===== config.mk =====
export PLATFORM = sky130hd
export DESIGN_NAME = rom_arbiter_flat
export DESIGN_NICKNAME = d
export VERILOG_FILES = /design/src/rtl/rom_arbiter_if.sv /design/src/rtl/rom_arbiter.sv /design/src/flat_wrapper.sv
export SDC_FILE = /design/constraint.sdc
export NUM_CORES = 1
export LEC_CHECK = 0
export CAP_MARGIN = 20
export CORE_MARGIN = 2
export CORE_UTILIZATION = 25
export CTS_CLUSTER_DIAMETER = 40
export DETAILED_ROUTE_END_ITERATION = 8
export HOLD_SLACK_MARGIN = 0.02
export REMOVE_ABC_BUFFERS = 1
export SETUP_SLACK_MARGIN = 0.4
export SYNTH_ARGS = -nofsm -noshare
export SYNTH_HDL_FRONTEND = slang
export SYNTH_SLANG_ARGS = --single-unit

===== constraint.sdc =====
create_clock -name clk -period 1.74 [get_ports clk]
set_clock_uncertainty 0.15 [all_clocks]
set_input_delay 0.261 -clock clk [delete_from_list [all_inputs] [get_ports clk]]
set_output_delay 0.261 -clock clk [all_outputs]
set_load 0.005 [all_outputs]

===== src/rtl/rom_arbiter_if.sv =====
// rtl/rom_arbiter_if.sv - ROM requester port: request and response valid/ready channels
interface rom_arbiter_if #(
  parameter int ADDR_WIDTH = 12,
  parameter int DATA_WIDTH = 32
);
  logic                  req_valid;
  logic                  req_ready;
  logic [ADDR_WIDTH-1:0] req_addr;
  logic                  rsp_valid;
  logic                  rsp_ready;
  logic [DATA_WIDTH-1:0] rsp_data;

  // Requester side (fetch unit or LSU)
  modport master (
    output req_valid,
    output req_addr,
    output rsp_ready,
    input  req_ready,
    input  rsp_valid,
    input  rsp_data
  );

  // Arbiter side
  modport slave (
    input  req_valid,
    input  req_addr,
    input  rsp_ready,
    output req_ready,
    output rsp_valid,
    output rsp_data
  );
endinterface


===== src/rtl/rom_arbiter.sv =====
// rtl/rom_arbiter.sv - shares one combinational ROM between fetch and load ports (ROUND_ROBIN_EN selects round-robin)
module rom_arbiter #(
  parameter int ADDR_WIDTH = 12,
  parameter int DATA_WIDTH = 32
) (
  input  logic                  clk,
  input  logic                  rst_n,
  rom_arbiter_if.slave          if_port,
  rom_arbiter_if.slave          ld_port,
  output logic [ADDR_WIDTH-1:0] rom_address,
  input  logic [DATA_WIDTH-1:0] rom_data
);

  typedef enum logic {
    EMPTY = 1'b0,
    FULL  = 1'b1
  } slot_t;

  slot_t                 if_slot;
  slot_t                 ld_slot;
  logic [DATA_WIDTH-1:0] if_data_q;
  logic [DATA_WIDTH-1:0] ld_data_q;
  logic                  if_elig;
  logic                  ld_elig;
  logic                  if_gnt;
  logic                  ld_gnt;

  // A port may take a new word when its slot is empty, or full but drained this cycle
  always_comb begin
    if_elig = rst_n & if_port.req_valid & ((if_slot == EMPTY) | if_port.rsp_ready);
    ld_elig = rst_n & ld_port.req_valid & ((ld_slot == EMPTY) | ld_port.rsp_ready);
  end

`ifdef ROUND_ROBIN_EN
  typedef enum logic {
    FAV_IF = 1'b0,
    FAV_LD = 1'b1
  } fav_t;

  fav_t fav;

  // Favoured port wins a tie; a lone eligible port always wins
  always_comb begin
    ld_gnt = ld_elig & (~if_elig | (fav == FAV_LD));
    if_gnt = if_elig & (~ld_elig | (fav == FAV_IF));
  end

  // Pointer moves away from whichever port was just served
  always_ff @(posedge clk or negedge rst_n) begin
    if (!rst_n) begin
      fav <= FAV_IF;
    end else if (ld_gnt) begin
      fav <= FAV_IF;
    end else if (if_gnt) begin
      fav <= FAV_LD;
    end
  end
`else
  // Fixed priority: load always beats fetch
  always_comb begin
    ld_gnt = ld_elig;
    if_gnt = if_elig & ~ld_elig;
  end
`endif

  // Drive ROM address from the granted port, zero when idle
  always_comb begin
    rom_address = '0;
    if (ld_gnt) begin
      rom_address = ld_port.req_addr;
    end else if (if_gnt) begin
      rom_address = if_port.req_addr;
    end
  end

  // Handshake outputs: ready is the grant, response comes straight from the slot registers
  always_comb begin
    if_port.req_ready = if_gnt;
    ld_port.req_ready = ld_gnt;
    if_port.rsp_valid = (if_slot == FULL);
    ld_port.rsp_valid = (ld_slot == FULL);
    if_port.rsp_data  = if_data_q;
    ld_port.rsp_data  = ld_data_q;
  end

  // Response slot state per port: capture on grant, release when consumer takes the word
  always_ff @(posedge clk or negedge rst_n) begin
    if (!rst_n) begin
      if_slot   <= EMPTY;
      ld_slot   <= EMPTY;
      if_data_q <= '0;
      ld_data_q <= '0;
    end else begin
      if (if_gnt) begin
        if_slot   <= FULL;
        if_data_q <= rom_data;
      end else if ((if_slot == FULL) && if_port.rsp_ready) begin
        if_slot <= EMPTY;
      end

      if (ld_gnt) begin
        ld_slot   <= FULL;
        ld_data_q <= rom_data;
      end else if ((ld_slot == FULL) && ld_port.rsp_ready) begin
        ld_slot <= EMPTY;
      end
    end
  end

endmodule

===== src/flat_wrapper.sv =====
// flat-port wrapper written by rule: the top's interface ports become plain ports
module rom_arbiter_flat 
#(
  parameter int ADDR_WIDTH = 12,
  parameter int DATA_WIDTH = 32
)
  (clk, rst_n, rom_address, rom_data, if_port_req_valid, if_port_req_addr, if_port_rsp_ready, if_port_req_ready, if_port_rsp_valid, if_port_rsp_data, ld_port_req_valid, ld_port_req_addr, ld_port_rsp_ready, ld_port_req_ready, ld_port_rsp_valid, ld_port_rsp_data);
  rom_arbiter_if #(.ADDR_WIDTH(ADDR_WIDTH), .DATA_WIDTH(DATA_WIDTH)) if_port_i ();
  rom_arbiter_if #(.ADDR_WIDTH(ADDR_WIDTH), .DATA_WIDTH(DATA_WIDTH)) ld_port_i ();
  input  logic clk;
  input  logic rst_n;
  output logic [ADDR_WIDTH-1:0] rom_address;
  input  logic [DATA_WIDTH-1:0] rom_data;
  input wire logic [$bits(if_port_i.req_valid)-1:0] if_port_req_valid;
  input wire logic [$bits(if_port_i.req_addr)-1:0] if_port_req_addr;
  input wire logic [$bits(if_port_i.rsp_ready)-1:0] if_port_rsp_ready;
  output wire logic [$bits(if_port_i.req_ready)-1:0] if_port_req_ready;
  output wire logic [$bits(if_port_i.rsp_valid)-1:0] if_port_rsp_valid;
  output wire logic [$bits(if_port_i.rsp_data)-1:0] if_port_rsp_data;
  input wire logic [$bits(ld_port_i.req_valid)-1:0] ld_port_req_valid;
  input wire logic [$bits(ld_port_i.req_addr)-1:0] ld_port_req_addr;
  input wire logic [$bits(ld_port_i.rsp_ready)-1:0] ld_port_rsp_ready;
  output wire logic [$bits(ld_port_i.req_ready)-1:0] ld_port_req_ready;
  output wire logic [$bits(ld_port_i.rsp_valid)-1:0] ld_port_rsp_valid;
  output wire logic [$bits(ld_port_i.rsp_data)-1:0] ld_port_rsp_data;
  assign if_port_i.req_valid = if_port_req_valid;
  assign if_port_i.req_addr = if_port_req_addr;
  assign if_port_i.rsp_ready = if_port_rsp_ready;
  assign if_port_req_ready = if_port_i.req_ready;
  assign if_port_rsp_valid = if_port_i.rsp_valid;
  assign if_port_rsp_data = if_port_i.rsp_data;
  assign ld_port_i.req_valid = ld_port_req_valid;
  assign ld_port_i.req_addr = ld_port_req_addr;
  assign ld_port_i.rsp_ready = ld_port_rsp_ready;
  assign ld_port_req_ready = ld_port_i.req_ready;
  assign ld_port_rsp_valid = ld_port_i.rsp_valid;
  assign ld_port_rsp_data = ld_port_i.rsp_data;
  rom_arbiter #(.ADDR_WIDTH(ADDR_WIDTH), .DATA_WIDTH(DATA_WIDTH)) u_core (.clk(clk), .rst_n(rst_n), .if_port(if_port_i), .ld_port(ld_port_i), .rom_address(rom_address), .rom_data(rom_data));
endmodule

---- After elaboration in Yosys (flattened, before gate mapping) ----
Index checks and enable logic that the tools add are counted.
word-level totals
  bits in registers ....................... 66
  input bits .............................. 62
  output and inout bits ................... 80
  logic and storage cells ................. 24
cells by class
  muxes and demuxes ....................... 6
  bitwise gates (word level) .............. 10
  reduce and logical (&&, ||, !) cells .... 4
operator list
  kind               number
  $mux 12            2
  $and 1x1->1        5
  $mux 1             4
  $reduce_bool 2->1  2
  $not 1->1          3
  $logic_and 1x1->1  2
  $or 1x1->1         2

---- Longest topological paths before layout ----
Gate-level depths: netlist of the first run.
  depth in word-level cells ............... 7
  depth in mapped cells ................... 5
  gate-level depth less buffers ........... 4

---- Worst setup path after synthesis of the first run ----
Ideal clock, no wire load.
  path type ............................... reg2out
  from .................................... reg u_core.ld_slot, in the netlist u_core.ld_port.rsp_valid
  to ...................................... out rom_address[10]
  arrival time ............................ 1,255 ps
  data required time ...................... 1,329 ps
  setup slack ............................. 74 ps
  cell stages (with the launch flop) ...... 6
  buffers on the path ..................... 1
  cells stage by stage .................... dfrtp_1 -> nor2b_4 -> o2111ai_4 -> inv_2 -> buf_6 -> a22o_2
on the way
  cells in the longest elaborated chain, start to end .. 7
ends and longest elaborated chain
  what                         line                RTL
  start: declaration           rom_arbiter.sv:20   slot_t ld_slot;
  start signal: assignment     rom_arbiter.sv:90   ld_slot <= EMPTY;
  start signal: assignment     rom_arbiter.sv:102  ld_slot <= FULL;
  start signal: assignment     rom_arbiter.sv:105  ld_slot <= EMPTY;
  $not 1->1                    rom_arbiter.sv:31   ld_elig = rst_n & ld_port.req_valid & ((ld_slot == EMPTY) | ld_port.rsp_ready);
  $or 1x1->1                   rom_arbiter.sv:31
  $and 1x1->1                  rom_arbiter.sv:31
  $not 1->1                    rom_arbiter.sv:62   if_gnt = if_elig & ~ld_elig;
  $and 1x1->1                  rom_arbiter.sv:62
  named net if_port_req_ready  flat_wrapper.sv:17  output wire logic [$bits(if_port_i.req_ready)-1:0] if_port_req_ready;
  $mux 12                      rom_arbiter.sv:71   end else if (if_gnt) begin
  $mux 12                      rom_arbiter.sv:69   if (ld_gnt) begin
  end: declaration             flat_wrapper.sv:12  output logic [ADDR_WIDTH-1:0] rom_address;
The timed path passes the listed nets, and every way through them passes these cells.

---- Final worst setup path of the first run ----
  from .................................... in ld_port_req_valid
  to ...................................... out rom_address[8]
on the way
  cells in the longest elaborated chain, start to end .. 6
ends and longest elaborated chain
  what                           line                RTL
  start: declaration             flat_wrapper.sv:20  input wire logic [$bits(ld_port_i.req_valid)-1:0] ld_port_req_valid;
  $and 1x1->1 (*) (2 in series)  rom_arbiter.sv:31
  $not 1->1                      rom_arbiter.sv:62
  $and 1x1->1                    rom_arbiter.sv:62
  $mux 12                        rom_arbiter.sv:71
  $mux 12 (*)                    rom_arbiter.sv:69
Every way passes the cells marked *; elsewhere a longest branch is shown, timed or not.

==> results of run 1 <==
==> worst min path at each step <==
stage               startpoint                          end  slack (ps)  cells after the start
global route             rst_n  u_core.ld_port.rsp_data[11]         110                      2
detailed placement       rst_n     u_core.ld_port.rsp_valid          80                      2
floorplan                rst_n   u_core.if_port.rsp_data[0]        -180                      0
finish                   rst_n  u_core.if_port.rsp_data[23]          40                      2
CTS                      rst_n  u_core.ld_port.rsp_data[11]          70                      2
global placement         rst_n     u_core.ld_port.rsp_valid         100                      2
==> state kept, by name (all words and copies together), names as in the netlist <==
signal / flops
u_core.if_port.rsp_valid: 1
u_core.ld_port.rsp_data: 32
u_core.ld_port.rsp_valid: 1
u_core.if_port.rsp_data: 32
==> cell type report <==
type	instances	area, um^2
fill	960	5480
sequential	66	1650
timing repair buffer	178	1610
multi-input combinational	83	1170
tap	136	170
clock buffer	12	145
clock inverter	3	40.0
timing repair inverter	1	7.51
inverter	1	6.26
==> cell families (layout without fill, tap and decap cells) <==
logic type / Yosys count / count (layout) / share of synthesized area
flip-flops: 66 / 66 / 0.625
multiplexers: 64 / 64 / 0.273
AO/OA/AOI/OAI: 13 / 13 / 0.0554
buffers and inverters: 9 / 195 / 0.0289
AND/OR/NAND/NOR: 6 / 6 / 0.0185
==> worst max-delay path, delay by kind of cell <==
kind	cells	cell delay [ps]
AOI/OAI and AO/OA	2	460
buffers and inverters	4	940
and+or+nand+nor	1	110
==> metrics by stage <==
step	instances	utilization	total power, mW	area [um^2]	hold slack [ps]
after floorplan	150	-	2.38	2570	-185
after detailed placement	434	0.410	3.31	4210	82.3
after global placement	434	0.410	3.30	4210	95.0
after CTS	472	0.443	4.56	4550	69.7
final	480	0.467	4.61	4800	38.0
after global routing	480	0.467	4.86	4800	111
==> cell usage after synthesis <==
cell,n
nand2_1,1
nand2_2,1
mux2_1,4
or2b_1,1
nor2_4,1
o2111ai_4,1
nor2b_4,1
buf_6,4
mux2_2,60
dfrtp_1,66
inv_2,1
a22o_2,12
nand2b_1,1
buf_2,1
buf_4,3
==> what timing repair did <==
action                                  CTS  global route
gates resized for setup                 369            44
pin swaps                                 2             0
setup buffers                            17             5
hold buffers                              1             0
endpoints found under the setup margin  145            82
endpoints found under the hold margin     2             0
cloned                                    5             3
==> power by group through the flow <==
| stage | registers, mW | clock network [mW] | logic, mW |
|---|---|---|---|
| 6_report | 2.00 | 1.24 | 1.37 |
| 5_1_grt | 2.04 | 1.35 | 1.47 |
| 4_1_cts | 1.99 | 1.31 | 1.26 |
| 3_5_place_dp | 2.02 | 0 | 1.30 |
| 3_3_place_gp | 2.01 | 0 | 1.29 |
| 2_1_floorplan | 2.03 | 0 | 0.351 |
==> routing by layer <==
| layer | track usage | up-vias | wire, um | part of all wire |
|---|---|---|---|---|
| met5 | 0 | - | 0 | 0 |
| li1 | - | 931 | - | - |
| met2 | 0.240 | 99 | 4040 | 0.48 |
| met1 | 0.176 | 1037 | 3570 | 0.42 |
| met3 | 0.0480 | 13 | 727 | 0.086 |
| met4 | 0.0501 | 0 | 127 | 0.015 |
==> results.sh, run 1 <==
export IMPL_worstPathMaxFanout=5
export IMPL_synth_seq_cells=66
export IMPL_rsz0062_at_grt="yes"
export IMPL_crit_arrival_ps=1780
export IMPL_end_kind="output port"
export IMPL_hold_violations=0
export IMPL_r2r_end="u_core.if_port.rsp_data[5]"
export IMPL_rrSetupSlack_ps=-290
export IMPL_avgSynthCellArea_um2=16.7
export IMPL_endpoint="rom_address[8]"
export IMPL_grt_pass1_vias=2257
export IMPL_wirelength_um=8470
export IMPL_period_share=1.26
export IMPL_cts_sinks=66
export IMPL_status="finished, violations left"
export IMPL_setup_viol=78
export IMPL_setup_slack_ps=-451
export IMPL_critPathSlowestCell="clkdlybuf4s50_1"
export IMPL_crit_path_cell_trace="clkdlybuf4s50_1 -> nand2_2 -> o2111ai_4 -> clkinvlp_4 -> buf_6 -> a22o_4 -> buf_6"
export IMPL_path_class="in -> out"
export IMPL_synthDistinctLibCells=15
export IMPL_power_density_nw_per_um2=961
export IMPL_r2r_start="u_core.ld_port.rsp_valid"
export IMPL_syn_area_um2=2640
export IMPL_grt_pass1_wl_um=12600
export IMPL_syn_to_final_growth_pct=81.5
export IMPL_io_pins=142
export IMPL_fin_setup_tns_ps=-16490
export IMPL_h_tree_depth=3
export IMPL_core_area_um2=10300
export IMPL_via_per_inst=4.33
export IMPL_die_x_um=107
export IMPL_switching_share=0.253
export IMPL_portBuffers=141
export IMPL_die_area_um2=11400
export IMPL_ctsLongestPathBuffers=2
export IMPL_yosysWarnings=0
export IMPL_synth_largest_area_cell="dfrtp_1"
export IMPL_die_h_um=107
export IMPL_gr_total_overflow=0
export IMPL_reg2reg_depth=8
export IMPL_synth_top_area_frac=0.625
export IMPL_drive_gt1_frac=0.613
export IMPL_drt_first_iter_violations=45
export IMPL_critPathRequiredTime_ps=1330
export IMPL_rows=37
export IMPL_final_nets=402
export IMPL_antenna_diode_count=0
export IMPL_worst_pin_slew_ps=829
export IMPL_max_stage_delay_ps=480
export IMPL_path_common_cell="buf_6"
export IMPL_p_leak_nw=2.36
export IMPL_clk_latency_ps=330
export IMPL_slew_headroom=0.447
export IMPL_dpl_hpwl_um=4750
export IMPL_drc=0
export IMPL_violations="setup timing"
export IMPL_switchingPower_mw=1.17
export IMPL_comb_power_share=0.297
export IMPL_max_freq_mhz=456
export IMPL_syn_inst=158
export IMPL_cts_buffers_inserted=9
export IMPL_place_gp_congestion=0.742
export IMPL_crit_start="ld_port_req_valid"
export IMPL_hp_class="in -> async"
export IMPL_start_kind="primary input"
export IMPL_cap_violations=0
export IMPL_dr_pass1_iters=4
export IMPL_period_needed_ps=2190
export IMPL_mostFrequentLayoutCell="buf_2"
export IMPL_grtUsageTotal=0.145
export IMPL_cts_root_buf="clkbuf_8"
export IMPL_slew_viol_final=0
export IMPL_synth_seq_area_share=0.625
export IMPL_mostFrequentLayoutCells="71 x buf_2, 66 x dfrtp_1, 61 x mux2_4, 59 x clkdlybuf4s50_1, 14 x buf_6"
export IMPL_cts_tree="done"
export IMPL_path_clk_slew_ps=70
export IMPL_antenna_found_initial=0
export IMPL_grt_start_max_net_pins=65
export IMPL_pre_cts_slack_ps=-609
export IMPL_antenna_left=0
export IMPL_ir_drop_mv=0.432
export IMPL_power_share_sequential=0.433
export IMPL_ys_top_cells_by_area="dfrtp_1 62%, mux2_2 26%, a22o_2 4.5%, buf_6 1.7%, mux2_1 1.7%"
export IMPL_p_int_mw=3.45
export IMPL_vias=2080
export IMPL_wl_per_cell_um=17.6
export IMPL_initial_utilization=0.257
export IMPL_clock_power_share=0.270
No activity file was read; power rests on OpenSTA's default activity.
==> run 2, diff against run 1 <==
--- a/config.mk
+++ b/config.mk
@@ -11,8 +11,9 @@
 export CTS_CLUSTER_DIAMETER = 40
 export DETAILED_ROUTE_END_ITERATION = 8
 export HOLD_SLACK_MARGIN = 0.02
-export REMOVE_ABC_BUFFERS = 1
+export PLACE_DENSITY = 0.66
 export SETUP_SLACK_MARGIN = 0.4
+export SLEW_MARGIN = 5
 export SYNTH_ARGS = -nofsm -noshare
 export SYNTH_HDL_FRONTEND = slang
 export SYNTH_SLANG_ARGS = --single-unit
==> run 2 against run 1 <==
Net effect: hold slack improved by 76 ps; critical path type unchanged; register-to-register slack worse by 240 ps; combinational power increased by 14%; total power rose by 4.0%; fmax shrank 5.0%; non-clock buffer count grew 35; first-iteration DRC count grew 13%; sequential share of layout area down 1.8 points; critical path depth rose by 2; final area rose by 5.4%; core utilization grew 2.5 points; the flow still finishes with violations (setup timing).
==> results.sh, run 2 (synthesis results as in run 1) <==
export IMPL_die_x_um=107
export IMPL_global_route_usage_met3=0.0444
export IMPL_crit_arrival_ps=1890
export IMPL_grt_start_max_net_pins=67
export IMPL_drc=0
export IMPL_worst_pin_slew_ps=829
export IMPL_grt_use_met1=0.177
export IMPL_path_class="in -> out"
export IMPL_initial_utilization=0.257
export IMPL_core_area_um2=10300
export IMPL_wirelength_um=8420
export IMPL_period_share=1.33
export IMPL_mostFrequentLayoutCell="dfrtp_1"
export IMPL_ir_drop_mv=0.488
export IMPL_fill_cells=956
export IMPL_cts_root_buf="clkbuf_8"
export IMPL_grt_pass1_wl_um=12800
export IMPL_multi_input_area_um2=1190
export IMPL_grtUsageTotal=0.146
export IMPL_start_kind="primary input"
export IMPL_syn_num_nets=220
export IMPL_p_leak_nw=2.52
export IMPL_drive_gt1_frac=0.655
export IMPL_cts_buffers_inserted=9
export IMPL_slew_viol_final=0
export IMPL_crit_path_cell_trace="clkdlybuf4s50_1 -> nand2_2 -> o2111ai_4 -> buf_4 -> inv_4 -> buf_6 -> buf_6 -> a22o_2 -> buf_6"
export IMPL_max_stage_delay_ps=470
export IMPL_setup_slack_ps=-566
export IMPL_critPathSlowestCell="clkdlybuf4s50_1"
export IMPL_critPathTopFamily="buffers and inverters"
export IMPL_worstPathMaxFanout=5
export IMPL_cap_violations=0
export IMPL_max_freq_mhz=434
export IMPL_rows=37
export IMPL_violations="setup timing"
export IMPL_cts_hold_buf=0
export IMPL_die_area_um2=11400
export IMPL_via_per_inst=4.30
export IMPL_busiest_layer="met2"
export IMPL_dpl_hpwl_um=5110
export IMPL_antenna_found_initial=0
export IMPL_path_common_cell="buf_6"
export IMPL_final_nets=437
export IMPL_total_power_mw=4.80
export IMPL_mostFrequentLayoutCells="66 x dfrtp_1, 61 x mux2_4, 61 x buf_2, 60 x clkdlybuf4s50_1, 44 x buf_4"
export IMPL_crit_buf_inv=6
export IMPL_h_tree_depth=3
export IMPL_drt_first_iter_violations=51
export IMPL_io_pins=142
export IMPL_placed_area_um2=4450
export IMPL_die_h_um=107
export IMPL_met2_usage=0.248
export IMPL_end_kind="output port"
export IMPL_power_density_nw_per_um2=948
export IMPL_grt_pass1_vias=2387
export IMPL_period_needed_ps=2310
export IMPL_vias=2220
export IMPL_hold_violations=0
export IMPL_dr_pass1_iters=4
export IMPL_critPathRequiredTime_ps=1330
export IMPL_syn_to_final_growth_pct=91.3
export IMPL_cts_tree="done"
export IMPL_utilization=0.492
export IMPL_cts_sinks=66
export IMPL_antenna_left=0
export IMPL_portBuffers=141
export IMPL_place_gp_congestion=0.685
export IMPL_slew_headroom=0.447
export IMPL_seq_area_um2=1650
export IMPL_wl_per_cell_um=16.3
export IMPL_path_clk_slew_ps=80
export IMPL_ctsLongestPathBuffers=2
export IMPL_hp_class="in -> async"
export IMPL_clk_latency_ps=330
export IMPL_status="finished, violations left"
export IMPL_rsz0062_at_grt="yes"
export IMPL_antenna_diode_count=0
export IMPL_final_cell_area_um2=5060
export IMPL_setup_viol=78
export IMPL_gr_total_overflow=0
run 2: layout make-up:
class / count / share of cell area
Multi-Input combinational cell: 83 / 0.235
Timing Repair Buffer: 213 / 0.365
Sequential cell: 66 / 0.326
Tap cell: 136 / 0.0336
Clock inverter: 5 / 0.0109
Clock buffer: 11 / 0.0260
Inverter: 1 / 0.00124
Timing Repair inverter: 1 / 0.00148
run 2: power by group:
group / leakage, nW / switching [mW] / total [mW] / internal, mW
clock: 0.0893 / 0.583 / 1.24 / 0.658
combinational: 1.65 / 0.485 / 1.56 / 1.08
sequential: 0.778 / 0.158 / 1.99 / 1.83
total: 2.52 / 1.23 / 4.80 / 3.57
run 2: repair_timing:
action,CTS,global route
buffers inserted,46,13
setup endpoints to repair,145,90
endpoints found under the hold margin,0,0
pin swaps,5,2
cloned,4,0
gates resized for setup,343,27
run 2: worst min-delay path: cells and delay by family:
kind	cells	cell delay, ps
buffers and inverters	3	870
run 2: path summary, 6_finish.rpt:
path                       slack, ps  depth (start not counted)                        from                           to
max                             -570                          9           ld_port_req_valid               rom_address[5]
min                              110                          3                       rst_n  u_core.ld_port.rsp_data[29]
max reg2reg                     -530                         12    u_core.ld_port.rsp_valid  u_core.ld_port.rsp_data[19]
min reg2reg                      350                          1  u_core.if_port.rsp_data[0]   u_core.if_port.rsp_data[0]
max in group asynchronous        770                          3                       rst_n  u_core.if_port.rsp_data[15]
min in group clk                 170                          3                       rst_n     u_core.ld_port.rsp_valid
run 2: metal layers:
metal,vias to the layer above,part of all wire
li1,1006,-
met5,-,0
met2,91,0.52
met3,19,0.059
met4,0,0.018
met1,1104,0.41
run 2: through the flow:
step	setup TNS [ps]	worst slack (ps)	hold slack (ps)	std cells
floorplan	0	92.6	-185	158
global placement	-28590	-638	339	437
detailed placement	-29270	-679	341	437
CTS	-14580	-590	134	503
global route	-27640	-655	174	516
finish	-22130	-566	114	516
==> run 3, diff against run 2 <==
--- a/config.mk
+++ b/config.mk
@@ -10,7 +10,6 @@
 export CORE_UTILIZATION = 25
 export CTS_CLUSTER_DIAMETER = 40
 export DETAILED_ROUTE_END_ITERATION = 8
-export HOLD_SLACK_MARGIN = 0.02
 export PLACE_DENSITY = 0.66
 export SETUP_SLACK_MARGIN = 0.4
 export SLEW_MARGIN = 5
==> constraint.sdc (replaced) <==
create_clock -name clk -period 2.75 [get_ports clk]
set_clock_uncertainty 0.15 [all_clocks]
set_input_delay 0.4125 -clock clk [delete_from_list [all_inputs] [get_ports clk]]
set_output_delay 0.4125 -clock clk [all_outputs]
set_load 0.005 [all_outputs]
==> run 3 against run 2 <==
Net effect: critical endpoint is now rom_address[6]; final area decreased by 11%; sequential share of layout area is 4.0 points higher; critical path depth fell by 3; total power shrank 39%; core utilization shrank 5.4 points; clock power decreased by 34%; the run now ends clean; critical path type is now reg -> out; global-route usage is 1.6 points lower; hold slack worse by 100 ps; clock-buffer cell count fell by 1; register-to-register slack gained 1300 ps.
==> results.sh, run 3 (synthesis results as in run 1) <==
export IMPL_initial_utilization=0.257
export IMPL_worst_pin_slew_ps=496
export IMPL_path_clk_slew_ps=80
export IMPL_drt_first_iter_violations=58
export IMPL_portBuffers=141
export IMPL_antenna_found_initial=0
export IMPL_gr_total_overflow=0
export IMPL_mostFrequentLayoutCells="125 x clkdlybuf4s50_1, 66 x dfrtp_1, 60 x mux2_2, 12 x buf_4"
export IMPL_setup_slack_ps=338
export IMPL_grt_pass1_wl_um=11000
export IMPL_syn_to_final_growth_pct=70.4
export IMPL_rows=37
export IMPL_crit_path_cell_trace="nor2b_4 -> o2111ai_4 -> clkinvlp_4 -> buf_6 -> a22o_2 -> buf_2"
export IMPL_dpl_hpwl_um=5300
export IMPL_p_leak_nw=1.89
export IMPL_drc=0
export IMPL_setup_viol=0
export IMPL_ir_drop_mv=0.285
export IMPL_h_tree_depth=3
export IMPL_stdcell_count=462
export IMPL_utilization=0.438
export IMPL_die_area_um2=11400
export IMPL_rsz0062_at_grt="yes"
export IMPL_slew_headroom=0.669
export IMPL_antenna_diode_count=0
export IMPL_wl_per_cell_um=16.0
export IMPL_max_freq_mhz=415
export IMPL_period_share=0.877
export IMPL_die_x_um=107
export IMPL_hold_violations=0
export IMPL_fill_cells=960
export IMPL_fin_hold_ws_ps=9.53
export IMPL_place_gp_congestion=0.744
export IMPL_via_per_inst=4.32
export IMPL_die_h_um=107
export IMPL_core_area_um2=10300
export IMPL_critPathSlowestCell="dfrtp_1"
export IMPL_placed_cells=432
export IMPL_status="completed"
export IMPL_final_nets=383
export IMPL_crit_buf_inv=3
export IMPL_slew_viol_final=0
export IMPL_clk_latency_ps=330
export IMPL_power_density_nw_per_um2=645
export IMPL_rrSetupSlack_ps=770
export IMPL_cts_hold_buf=0
export IMPL_worstPathMaxFanout=4
export IMPL_dr_pass1_iters=3
export IMPL_period_needed_ps=2410
export IMPL_critPathRequiredTime_ps=2190
export IMPL_cts_sinks=66
export IMPL_end_kind="output port"
export IMPL_ctsLongestPathBuffers=2
export IMPL_cap_violations=0
export IMPL_grtUsageTotal=0.130
export IMPL_drive_gt1_frac=0.383
export IMPL_start_kind="register"
export IMPL_critPathTopFamily="buffers and inverters"
export IMPL_crit_arrival_ps=1850
export IMPL_antenna_left=0
export IMPL_mostFrequentLayoutCell="clkdlybuf4s50_1"
export IMPL_grt_pass1_vias=2118
export IMPL_wirelength_um=7410
export IMPL_cts_buffers_inserted=9
export IMPL_syn_num_nets=220
export IMPL_vias=1996
export IMPL_path_class="reg -> out"
export IMPL_cts_root_buf="clkbuf_8"
export IMPL_pre_cts_slack_ps=60.9
export IMPL_io_pins=142
export IMPL_cts_tree="done"
export IMPL_hp_class="in -> async"
export IMPL_fin_setup_tns_ps=0
export IMPL_grt_start_max_net_pins=40
export IMPL_max_stage_delay_ps=390
## run 3: cell types whose count changed in the layout (fill, tap and decap cells not counted), sizes merged
cell / change
clkdlybuf4s15: +2
buf: -119
clkinvlp: +1
bufbuf: -1
clkdlybuf4s50: +65
dlygate4sd2: +2
clkbuf: -4
## run 3: power breakdown
group	internal, mW	total [mW]	switching [mW]	leakage, nW
sequential	1.16	1.25	0.0928	0.778
combinational	0.588	0.831	0.243	1.02
clock	0.443	0.822	0.379	0.0945
total	2.19	2.91	0.715	1.89
## run 3: layout make-up
| cell class | count | area [um^2] | area share |
|---|---|---|---|
| flip-flops and latches | 66 | 1650 | 0.367 |
| clock buffers | 10 | 138 | 0.0305 |
| repair inverters | 1 | 7.51 | 0.00167 |
| inverters | 1 | 6.26 | 0.00139 |
| repair buffers | 159 | 1530 | 0.339 |
| multi-input cells | 83 | 938 | 0.208 |
| clock inverters | 6 | 66.3 | 0.0147 |
| well taps | 136 | 170 | 0.0378 |
## run 3: what timing repair did
| action | 4_1_cts | 5_1_grt |
|---|---|---|
| buffers inserted | 10 | 3 |
| cloned | 1 | 0 |
| pin swaps | 4 | 1 |
| setup endpoints to repair | 14 | 14 |
| hold endpoints to repair | 0 | 0 |
| resized for setup | 38 | 17 |
## run 3: worst register-to-register path: cells and delay by family, from the launching register on
family	cells	cell delay, ps
buf+inv	1	490
mux	1	400
flops	1	390
simple gates	1	140
compound gates	1	290
## run 3: metrics by stage
stage          power [mW]  area [um^2]
2_1_floorplan        1.52         2640
3_3_place_gp         2.08         4190
3_5_place_dp         2.10         4190
4_1_cts              2.96         4480
5_1_grt              3.09         4510
6_report             2.91         4510
## run 3: worst paths after layout
| kind | to | from | cells past startpoint |
|---|---|---|---|
| setup / recovery | rom_address[6] | u_core.ld_port.rsp_valid | 6 |
| hold / removal | u_core.ld_port.rsp_data[19] | rst_n | 2 |
| max in group asynchronous | u_core.ld_port.rsp_data[7] | rst_n | 2 |
| setup reg to reg | u_core.if_port.rsp_data[23] | u_core.ld_port.rsp_valid | 4 |
| hold reg to reg | u_core.ld_port.rsp_data[14] | u_core.ld_port.rsp_data[14] | 1 |
| min in group clk | u_core.ld_port.rsp_data[14] | u_core.ld_port.rsp_data[14] | 1 |
## run 3: metal layers
layer / GRT usage / vias to the layer above / wire [um]
met5: 0 / - / 0
met4: 0.0649 / 0 / 249
met1: 0.133 / 987 / 2750
met2: 0.223 / 99 / 3660
li1: - / 893 / -
met3: 0.0620 / 17 / 741
